[src/rtl/counter_sequencer_if.sv]
// Button and counter-control bundle between the board front-end and counter_sequencer.
interface counter_sequencer_if;
  logic       btn_run;
  logic       btn_step;
  logic       btn_dir;
  logic       btn_max;
  logic       btn_clr;
  logic [2:0] count;
  logic       enable;
  logic       direction;
  logic [2:0] max_count;
  logic       counter_reset;
  logic       running;

  modport master (
    output btn_run, btn_step, btn_dir, btn_max, btn_clr, count,
    input  enable, direction, max_count, counter_reset, running
  );

  modport slave (
    input  btn_run, btn_step, btn_dir, btn_max, btn_clr, count,
    output enable, direction, max_count, counter_reset, running
  );
endinterface

[src/rtl/counter_sequencer.sv]
// Push-button sequencer for the 3-bit up/down counter: run/pause tick, single step, clear, dir, bound.
// Optional COUNTER_AUTO_REVERSE_EN: flip direction on a run tick taken at a counting bound (ping-pong).
module counter_sequencer #(
  parameter int unsigned TICK_DIV = 25_000_000
) (
  input logic                clock,
  input logic                reset,
  counter_sequencer_if.slave bus
);

  localparam int unsigned PRESC_W = $clog2(TICK_DIV);
  localparam logic [PRESC_W-1:0] PRESC_TOP = PRESC_W'(TICK_DIV - 1);

  localparam logic [1:0] IDLE  = 2'd0;
  localparam logic [1:0] RUN   = 2'd1;
  localparam logic [1:0] STEP  = 2'd2;
  localparam logic [1:0] CLEAR = 2'd3;

  localparam int unsigned B_MAX  = 0;
  localparam int unsigned B_DIR  = 1;
  localparam int unsigned B_STEP = 2;
  localparam int unsigned B_RUN  = 3;
  localparam int unsigned B_CLR  = 4;

  logic [1:0]         state, state_d;
  logic [PRESC_W-1:0] presc, presc_d;
  logic [4:0]         btn, btn_q, btn_edge;
  logic               wrap;
  logic               enable_d, counter_reset_d, running_d, direction_d;
  logic [2:0]         max_count_d;

  assign btn      = {bus.btn_clr, bus.btn_run, bus.btn_step, bus.btn_dir, bus.btn_max};
  assign btn_edge = btn & ~btn_q;

  // Next-state, prescaler and output decode
  always_comb begin
    state_d         = state;
    presc_d         = presc;
    wrap            = 1'b0;
    direction_d     = bus.direction;
    max_count_d     = bus.max_count;

    case (state)
      IDLE: begin
        if (btn_edge[B_RUN])       state_d = RUN;
        else if (btn_edge[B_STEP]) state_d = STEP;
      end
      RUN:     if (btn_edge[B_RUN]) state_d = IDLE;
      STEP:    state_d = IDLE;
      CLEAR:   state_d = IDLE;
      default: state_d = IDLE;
    endcase
    if (btn_edge[B_CLR]) state_d = CLEAR;

    // Prescaler advances on every RUN cycle; a tick on the exit edge is dropped
    if (state == RUN) begin
      wrap    = (presc == PRESC_TOP);
      presc_d = wrap ? '0 : presc + PRESC_W'(1);
    end
    if (state == CLEAR || state_d == CLEAR) presc_d = '0;

    enable_d        = (state_d == STEP) || (wrap && state_d == RUN);
    counter_reset_d = (state_d == CLEAR);
    running_d       = (state_d == RUN);

`ifdef COUNTER_AUTO_REVERSE_EN
    // A bound hit overrides a coincident dir press so only one toggle occurs
    if (wrap && state_d == RUN &&
        (bus.direction ? (bus.count == bus.max_count) : (bus.count == 3'd0)))
      direction_d = ~bus.direction;
    else if (btn_edge[B_DIR])
      direction_d = ~bus.direction;
`else
    if (btn_edge[B_DIR]) direction_d = ~bus.direction;
`endif

    if (btn_edge[B_MAX])
      max_count_d = (bus.max_count == 3'd7) ? 3'd1 : bus.max_count + 3'd1;
  end

  // State and output registers
  always_ff @(posedge clock) begin
    if (reset) begin
      state             <= IDLE;
      presc             <= '0;
      // Track the buttons during reset so a press held through reset is not an edge
      btn_q             <= btn;
      bus.enable        <= 1'b0;
      bus.counter_reset <= 1'b0;
      bus.running       <= 1'b0;
      bus.direction     <= 1'b1;
      bus.max_count     <= 3'd7;
    end else begin
      state             <= state_d;
      presc             <= presc_d;
      btn_q             <= btn;
      bus.enable        <= enable_d;
      bus.counter_reset <= counter_reset_d;
      bus.running       <= running_d;
      bus.direction     <= direction_d;
      bus.max_count     <= max_count_d;
    end
  end

endmodule

[src/flat_wrapper.sv]
// flat-port wrapper written by rule: the top's interface ports become plain ports
module counter_sequencer_flat 
#(
  parameter int unsigned TICK_DIV = 25_000_000
)
  (clock, reset, bus_btn_run, bus_btn_step, bus_btn_dir, bus_btn_max, bus_btn_clr, bus_count, bus_enable, bus_direction, bus_max_count, bus_counter_reset, bus_running);
  counter_sequencer_if bus_i ();
  input logic clock;
  input logic reset;
  input wire logic [$bits(bus_i.btn_run)-1:0] bus_btn_run;
  input wire logic [$bits(bus_i.btn_step)-1:0] bus_btn_step;
  input wire logic [$bits(bus_i.btn_dir)-1:0] bus_btn_dir;
  input wire logic [$bits(bus_i.btn_max)-1:0] bus_btn_max;
  input wire logic [$bits(bus_i.btn_clr)-1:0] bus_btn_clr;
  input wire logic [$bits(bus_i.count)-1:0] bus_count;
  output wire logic [$bits(bus_i.enable)-1:0] bus_enable;
  output wire logic [$bits(bus_i.direction)-1:0] bus_direction;
  output wire logic [$bits(bus_i.max_count)-1:0] bus_max_count;
  output wire logic [$bits(bus_i.counter_reset)-1:0] bus_counter_reset;
  output wire logic [$bits(bus_i.running)-1:0] bus_running;
  assign bus_i.btn_run = bus_btn_run;
  assign bus_i.btn_step = bus_btn_step;
  assign bus_i.btn_dir = bus_btn_dir;
  assign bus_i.btn_max = bus_btn_max;
  assign bus_i.btn_clr = bus_btn_clr;
  assign bus_i.count = bus_count;
  assign bus_enable = bus_i.enable;
  assign bus_direction = bus_i.direction;
  assign bus_max_count = bus_i.max_count;
  assign bus_counter_reset = bus_i.counter_reset;
  assign bus_running = bus_i.running;
  counter_sequencer #(.TICK_DIV(TICK_DIV)) u_core (.clock(clock), .reset(reset), .bus(bus_i));
endmodule
[config.mk]
export PLATFORM = sky130hd
export DESIGN_NAME = counter_sequencer_flat
export DESIGN_NICKNAME = d
export VERILOG_FILES = /design/src/rtl/counter_sequencer_if.sv /design/src/rtl/counter_sequencer.sv /design/src/flat_wrapper.sv
export SDC_FILE = /design/constraint.sdc
export NUM_CORES = 1
export LEC_CHECK = 0
export BUFFER_PORTS_ARGS = -buffer_cell sky130_fd_sc_hd__buf_2
export CORE_UTILIZATION = 40
export DETAILED_ROUTE_END_ITERATION = 10
export PLACE_DENSITY = 0.58
export SYNTH_ARGS = -nofsm -noshare
export SYNTH_HDL_FRONTEND = slang
export SYNTH_SLANG_ARGS = --single-unit
export TNS_END_PERCENT = 5
[constraint.sdc]
create_clock -name clock -period 2 [get_ports clock]
set_input_delay 0 -clock clock [delete_from_list [all_inputs] [get_ports clock]]
set_output_delay 0 -clock clock [all_outputs]
set_load 0.005 [all_outputs]
==> results.txt, run 1 <==
----------------------------------------------------
[Outcome]
  Status ... finished clean

[Die]
  Starting density of the core ... 43.4%
  Row cnt ... 22
  Number of top-level design ports ... 17
  Core Footprint ... 3800 sq um
  Height of the die ... 66.2 um
  Die ar. ... 4390 sq um
  Width of the chip ... 66.2 um

[Pwr]
  Leak Pwr ... 0.727 nW
  Power density cells ... 837 nW/um^2
  Worst supply voltage drop on vdd ... 0.418 mV

[Yosys]
  Average footprint of a synthesized cell ... 9.48 sq um
  Library cell occupying the most area in the post-synthesis netlist ... sky130_fd_sc_hd__dfxtp_1
  Register bit total from synthesis ... 39
  Area fraction of the dominant cell type after synthesis ... 47.3%
  Post-Syn Instances ... 174
  Synth warn ... 0
  Mapped Area ... 1650 sq um
  Sequential area share after synthesis ... 47.3%
  Number of distinct standard cells referenced by the synthesized netlist ... 33
  Area contributors post-synth ... sky130_fd_sc_hd__dfxtp_1 (47%), sky130_fd_sc_hd__nor2_1 (7.7%), sky130_fd_sc_hd__xnor2_1 (7.4%), sky130_fd_sc_hd__xor2_1 (6.4%), sky130_fd_sc_hd__nand4_1 (3.4%)
  Mapped Nets ... 187

[GRT]
  Wire length of the first global-routing pass ... 5590 um
  Global-route usage over all layers ... 17.0%
  Initial antenna violation count ... 0
  Pin count of the biggest net entering global routing ... 26
  Met3 Resource Use GR ... 5.69%
  GRT met2 Usage ... 27.3%
  Vias in the first global route ... 1275
  Gr busiest metal ... met2
  Overflow after GRT ... 0
  Met1 Usage GRT ... 20.7%

[STA]
  Measured slew at the worst slew-check pin ... 0.440 ns
  Highest clock frequency the design can meet ... 524 MHz
  Post-route worst setup slack ... 0.0929 ns
  Final setup viols ... 0
  Fin crit period ... 1.91 ns
  Pins over their slew limit ... 0
  Setup TNS ... 0 ns
  Hold violation count in the final report ... 0
  Worst clock skew ... 0.00301 ns
  Max_slew headroom ... 70.4%
  Unrepaired setup endpoints after global routing ... false
  Post-route fraction of the period consumed by the critical path ... 95.4%

[Routing]
  Wirelength per Cell ... 12.4 um
  DRT Wirelength ... 3110 um
  Drt first-iter violations ... 48
  Post-route DRC ... 0
  Mean number of vias per cell ... 4.92
  Total via count after detailed routing ... 1236
  First-pass iteration count of the detailed router ... 5
  Antenna-violating nets left ... 0

[Setup path]
  Startpoint kind of the worst setup timing path ... register
  Crit-path max FO ... 4
  Path type of the worst setup path ... reg -> reg
  FF-to-FF setup slack ... 0.09 ns
  Setup crit end ... u_core.presc[24]$_SDFFE_PP0P_
  Crit. Startpoint ... u_core.presc[1]$_SDFFE_PP0P_
  Launching point of the worst reg2reg path ... u_core.presc[1]$_SDFFE_PP0P_
  Arrival time at the worst endpoint ... 2.09 ns
  Endpoint of the worst register-to-register path ... u_core.presc[24]$_SDFFE_PP0P_
  Worst R2R Path Depth ... 6
  Kind of capture point of the worst setup path ... register
  CP required ... 2.18 ns

[Clock tree]
  Buffer count from post-CTS setup fixing ... 0
  Worst skew pair latency ... 0.29 ns
  CTS tree ... built
  H-tree levels ... 2
  Cts bufs inserted ... 5
  Clock-pin slew of the registers on the worst-case setup and hold paths ... 0.08 ns
  Cell at the root of the clock tree ... sky130_fd_sc_hd__clkbuf_8
  Maximum clock path buffer count ... 2
  Clk sinks ... 39

[Final layout]
  Leading cell types in the layout, fill and taps excluded ... sky130_fd_sc_hd__dfxtp_1 (38), sky130_fd_sc_hd__nor2_1 (34), sky130_fd_sc_hd__xnor2_1 (14), sky130_fd_sc_hd__buf_2 (13), sky130_fd_sc_hd__xor2_1 (12)
  Summed area of non-filler cells in the final layout ... 2010 sq um
  Share of post-route cells with drive strength above 1 ... 15.3%
  Antenna diodes ... 0
  Final Net Count ... 215
  Area overhead of the layout relative to synthesis ... 21.5%
  Most common cell after layout, fill and taps aside ... sky130_fd_sc_hd__dfxtp_1

[Min path]
  Cells on Worst Hold Path ... 2
  Class of the most critical hold timing path ... in -> reg

[Place]
  Placer Congestion ... 0.759
  Post-placement cell area ... 1810 sq um
  HPWL reported at the end of detailed placement ... 2200 um
  Placement-stage worst setup slack ... 0.0694 ns
  Number of port buffers ... 13

[Run]
  Max-capacitance violation count ... 0

----------------------------------------------------
-- kinds of logic after synthesis --
family / share of synthesized area (%)
DFF: 47.3
adders and majority gates: 2.27
buffers and inverters: 1.29
muxes: 1.21
xor gates and xnor gates: 13.8
and+or+nand+nor: 31.8
AOI/OAI and AO/OA: 2.35
-- metrics by stage --
step / total power [mW] / utilization (%) / std cells / hold WS, ns
2_1_floorplan: 0.882 / - / 174 / 0.0277
3_3_place_gp: 0.914 / 47.7 / 237 / 0.112
3_5_place_dp: 0.920 / 47.7 / 237 / 0.116
4_1_cts: 1.70 / 52.8 / 251 / 0.335
5_1_grt: 1.75 / 52.8 / 251 / 0.351
6_report: 1.68 / 52.8 / 251 / 0.354
-- how the worst min path moves through the flow --
stage,start,endpoint,slack [ns]
after CTS,bus_btn_dir,u_core.btn_q[1]$_DFF_P_,0.34
final,bus_btn_dir,u_core.btn_q[1]$_DFF_P_,0.35
after detailed placement,bus_btn_run,u_core.btn_q[3]$_DFF_P_,0.12
after floorplan,bus_btn_max,u_core.btn_q[0]$_DFF_P_,0.03
after global routing,bus_btn_run,u_core.btn_q[3]$_DFF_P_,0.35
after global placement,bus_btn_dir,u_core.btn_q[1]$_DFF_P_,0.11
-- synth_stat cells, drive strengths merged --
cell	n
nand4b	1
nor3b	2
a211o	2
or3b	1
nor4	5
xnor2	14
and2	2
mux2i	2
nor3	4
and4	1
nor4bb	1
inv	2
and4b	2
nor2b	8
nand3b	2
o21ai	2
or4	1
or2	1
clkbuf	1
ha	3
and3	1
nand3	4
nand2	10
nor2	34
nand2b	4
nand4	10
dfxtp	39
buf	2
xor2	12
a2111o	1
-- metal layers --
layer | wire length [um] | up-vias
met1 | 1550 | 568
met4 | 56 | 0
met5 | 0 | -
met2 | 1420 | 13
li1 | - | 649
met3 | 82 | 6
-- where the power goes --
| part | switching [mW] | internal, mW | leakage (nW) |
|---|---|---|---|
| Clock | 0.270 | 0.499 | 0.0654 |
| Combinational | 0.0447 | 0.0544 | 0.343 |
| Sequential | 0.0151 | 0.796 | 0.318 |
| Total | 0.329 | 1.35 | 0.727 |
-- area by class of cell --
class | instances | area, sq um
multi-input combinational | 130 | 848
fill | 364 | 1790
clock buffer | 6 | 72.6
inverter | 2 | 7.51
clock inverter | 2 | 60.1
tap | 48 | 60.1
timing repair buffer | 24 | 175
sequential | 39 | 782
-- sequential cells by signal, indices dropped and copies added, names as in the netlist --
signal,count
u_core.presc,25
u_core.btn_q,5
u_core.bus.max_count,3
u_core.state,2
u_core.bus.counter_reset,1
u_core.bus.direction,1
u_core.bus.enable,1
u_core.bus.running,1
-- timing repair --
| action | in CTS | in global routing |
|---|---|---|
| endpoints found under the hold margin | 9 | 0 |
| endpoints found under the setup margin | 0 | 1 |
| hold buffers | 6 | 0 |
| resized for setup | 0 | 1 |
-- worst max-delay path, stage by stage, from the launching register on --
cell	delay [ns]
sky130_fd_sc_hd__dfxtp_1	0.37
sky130_fd_sc_hd__ha_1	0.21
sky130_fd_sc_hd__nand4b_1	0.15
sky130_fd_sc_hd__or4_4	0.59
sky130_fd_sc_hd__nor4_4	0.29
sky130_fd_sc_hd__xnor2_1	0.15
sky130_fd_sc_hd__nor2_1	0.05
Power figures use the tool's default switching activity.
==> inputs of run 2 (changes only) <==
CAP_MARGIN = 15   (was unset)
clock period = 2.2 ns   (was 2 ns; I/O delays follow)
==> run 2 against run 1 <==
  * Clock power decreased by 7.8%
  * Non-clock buffer count fell by 1
  * Clock skew grew 0.0024 ns
  * Largest cell class unchanged
  * Highest routed layer unchanged
==> results.txt, run 2 (same netlist as run 1, synthesis figures left out) <==
----------------------------------------------------
[Outcome]
  Status ... finished clean

[Setup path]
  Cell with the biggest individual delay on the critical path ... sky130_fd_sc_hd__or4_4
  Path type of the worst setup path ... reg -> reg
  FF-to-FF setup slack ... 0.30 ns (+0.20 ns)
  Endpoint of the worst register-to-register path ... u_core.presc[24]$_SDFFE_PP0P_
  Crit. Startpoint ... u_core.presc[0]$_SDFFE_PP0P_
  Arrival time at the worst endpoint ... 2.09 ns (about the same)
  Setup crit end ... u_core.presc[24]$_SDFFE_PP0P_
  Buffers & Inverters on Critical Path ... 0 (unchanged)
  Cell family contributing the most delay on the critical path ... simple AND/OR/NAND/NOR gates
  Startpoint kind of the worst setup timing path ... register
  Cell-by-cell listing of the critical path ... ha_1 > nand4b_1 > or4_4 > nor4_4 > xnor2_1 > nor2_1
  Kind of capture point of the worst setup path ... register
  Peak per-stage delay on the critical path ... 0.57 ns (-0.02 ns)
  Crit-path max FO ... 4 (unchanged)
  Total number of cells along the worst setup path ... 6 (unchanged)
  Launching point of the worst reg2reg path ... u_core.presc[0]$_SDFFE_PP0P_
  Worst R2R Path Depth ... 6 (unchanged)
  CP required ... 2.38 ns (+0.20 ns)

[STA]
  Pins over their slew limit ... 0 (unchanged)
  Post-route fraction of the period consumed by the critical path ... 86.5% (-8.8 points)
  Final setup viols ... 0 (unchanged)
  Max_slew headroom ... 69.9% (-0.55 points)
  Measured slew at the worst slew-check pin ... 0.448 ns (+0.00817 ns)
  Highest clock frequency the design can meet ... 525 MHz (+0.17%)
  Setup TNS ... 0 ns (unchanged)
  Hold violation count in the final report ... 0 (unchanged)
  Post-route worst setup slack ... 0.296 ns (+0.203 ns)
  Min Hold Slack ... 0.356 ns (+0.00182 ns)
  Fin crit period ... 1.90 ns (-0.00332 ns)
  Worst clock skew ... 0.00537 ns (+0.00236 ns)
  Unrepaired setup endpoints after global routing ... false

[Routing]
  Drt first-iter violations ... 57 (+19%)
  Antenna-violating nets left ... 0 (unchanged)
  DRT Wirelength ... 3200 um (+3.0%)
  Wirelength per Cell ... 12.8 um (+3.4%)
  Post-route DRC ... 0 (unchanged)
  Total via count after detailed routing ... 1246 (+0.81%)
  Mean number of vias per cell ... 4.98 (+1.2%)
  First-pass iteration count of the detailed router ... 6 (+1)

[Clock tree]
  Maximum clock path buffer count ... 2 (unchanged)
  CTS tree ... built
  Total of cells resized after clock tree synthesis ... 0 (unchanged)
  Clock-pin slew of the registers on the worst-case setup and hold paths ... 0.08 ns (about the same)
  Buffer count from post-CTS setup fixing ... 0 (unchanged)
  H-tree levels ... 2 (unchanged)
  Worst skew pair latency ... 0.29 ns (about the same)
  Cell at the root of the clock tree ... sky130_fd_sc_hd__clkbuf_8
  Clk sinks ... 39 (unchanged)
  Cts bufs inserted ... 5 (unchanged)
  Number of buffers added to fix hold violations after cts ... 6 (unchanged)

[Die]
  Core Footprint ... 3800 sq um (unchanged)
  Starting density of the core ... 43.4% (unchanged)
  Row cnt ... 22 (unchanged)
  Die ar. ... 4390 sq um (unchanged)
  Width of the chip ... 66.2 um (unchanged)
  Number of top-level design ports ... 17 (unchanged)
  Height of the die ... 66.2 um (unchanged)

[GRT]
  Global-route usage over all layers ... 16.8% (-0.23 points)
  Initial antenna violation count ... 0 (unchanged)
  Wire length of the first global-routing pass ... 5550 um (-0.63%)
  Vias in the first global route ... 1258 (-1.3%)
  Overflow after GRT ... 0 (unchanged)
  Pin count of the biggest net entering global routing ... 26 (unchanged)

[Final layout]
  Register name with the most flops ... u_core.presc
  Antenna diodes ... 0 (unchanged)
  Final Net Count ... 214 (-0.47%)
  Area overhead of the layout relative to synthesis ... 21.2%
  Leading cell types in the layout, fill and taps excluded ... sky130_fd_sc_hd__dfxtp_1 (39), sky130_fd_sc_hd__nor2_1 (34), sky130_fd_sc_hd__xnor2_1 (14), sky130_fd_sc_hd__buf_2 (13), sky130_fd_sc_hd__xor2_1 (12)
  Summed area of non-filler cells in the final layout ... 2000 sq um (-0.25%)
  Most common cell after layout, fill and taps aside ... sky130_fd_sc_hd__dfxtp_1
  Layout Utilization ... 52.7% (-0.13 points)
  Share of post-route cells with drive strength above 1 ... 14.9% (-0.42 points)
  Flip-flop count of the largest register, all copies and words added ... 25 (unchanged)
  Non-filler cells, final ... 250 (-0.40%)
  Biggest regs ... u_core.presc (25), u_core.btn_q (5), u_core.bus.max_count (3)

[Pwr]
  Overall power after layout ... 1.54 mW (-8.4%)
  Leak Pwr ... 0.721 nW (-0.77%)
  Power density cells ... 768 nW/um^2 (-8.2%)
  Worst supply voltage drop on vdd ... 0.410 mV (-2.1%)

[Place]
  Number of port buffers ... 13 (unchanged)
  HPWL reported at the end of detailed placement ... 2220 um (+1.1%)
  Post-placement cell area ... 1800 sq um (-0.41%)
  Post-Place Cells ... 236 (-0.42%)
  Placer Congestion ... 0.707 (-6.9%)
  Placement-stage worst setup slack ... 0.298 ns (+0.229 ns)

[Run]
  Max-capacitance violation count ... 0 (unchanged)

[Min path]
  Class of the most critical hold timing path ... in -> reg

----------------------------------------------------
[run 2: cell types whose count changed in the layout (fill, tap and decap cells not counted)]
cell,delta
sky130_fd_sc_hd__dfxtp_1,+1
sky130_fd_sc_hd__clkinvlp_4,+1
sky130_fd_sc_hd__clkbuf_1,-1
sky130_fd_sc_hd__buf_4,-1
sky130_fd_sc_hd__dfxtp_2,-1
[run 2: layout make-up]
type	instances	area (sq um)
clock buffer	5	68.8
clock inverter	3	67.6
fill	365	1800
inverter	2	7.51
multi-input combinational	130	848
sequential	39	781
tap	48	60.1
timing repair buffer	23	168
[run 2: worst min-delay path by stage]
stage                           start                       to  slack, ns  cells after the start
after detailed placement  bus_btn_max  u_core.btn_q[0]$_DFF_P_       0.12                      1
after global routing      bus_btn_dir  u_core.btn_q[1]$_DFF_P_       0.35                      2
final                     bus_btn_dir  u_core.btn_q[1]$_DFF_P_       0.36                      2
after CTS                 bus_btn_max  u_core.btn_q[0]$_DFF_P_       0.34                      2
after global placement    bus_btn_dir  u_core.btn_q[1]$_DFF_P_       0.11                      1
after floorplan           bus_btn_max  u_core.btn_q[0]$_DFF_P_       0.03                      0
[run 2: per-layer routing]
layer  part of all wire (%)  GRT usage [%]  vias up  routed length (um)
met2                     45           27.3       15                1440
met4                   0.72           5.59        0                  23
met5                      0              0        -                   0
met1                     51           21.2      581                1640
met3                    3.0           4.66        2                  97
li1                       -              -      648                   -
[run 2: power by group]
group          switching [mW]  internal (mW)
clock network           0.255          0.452
registers              0.0139          0.723
logic                  0.0423         0.0499
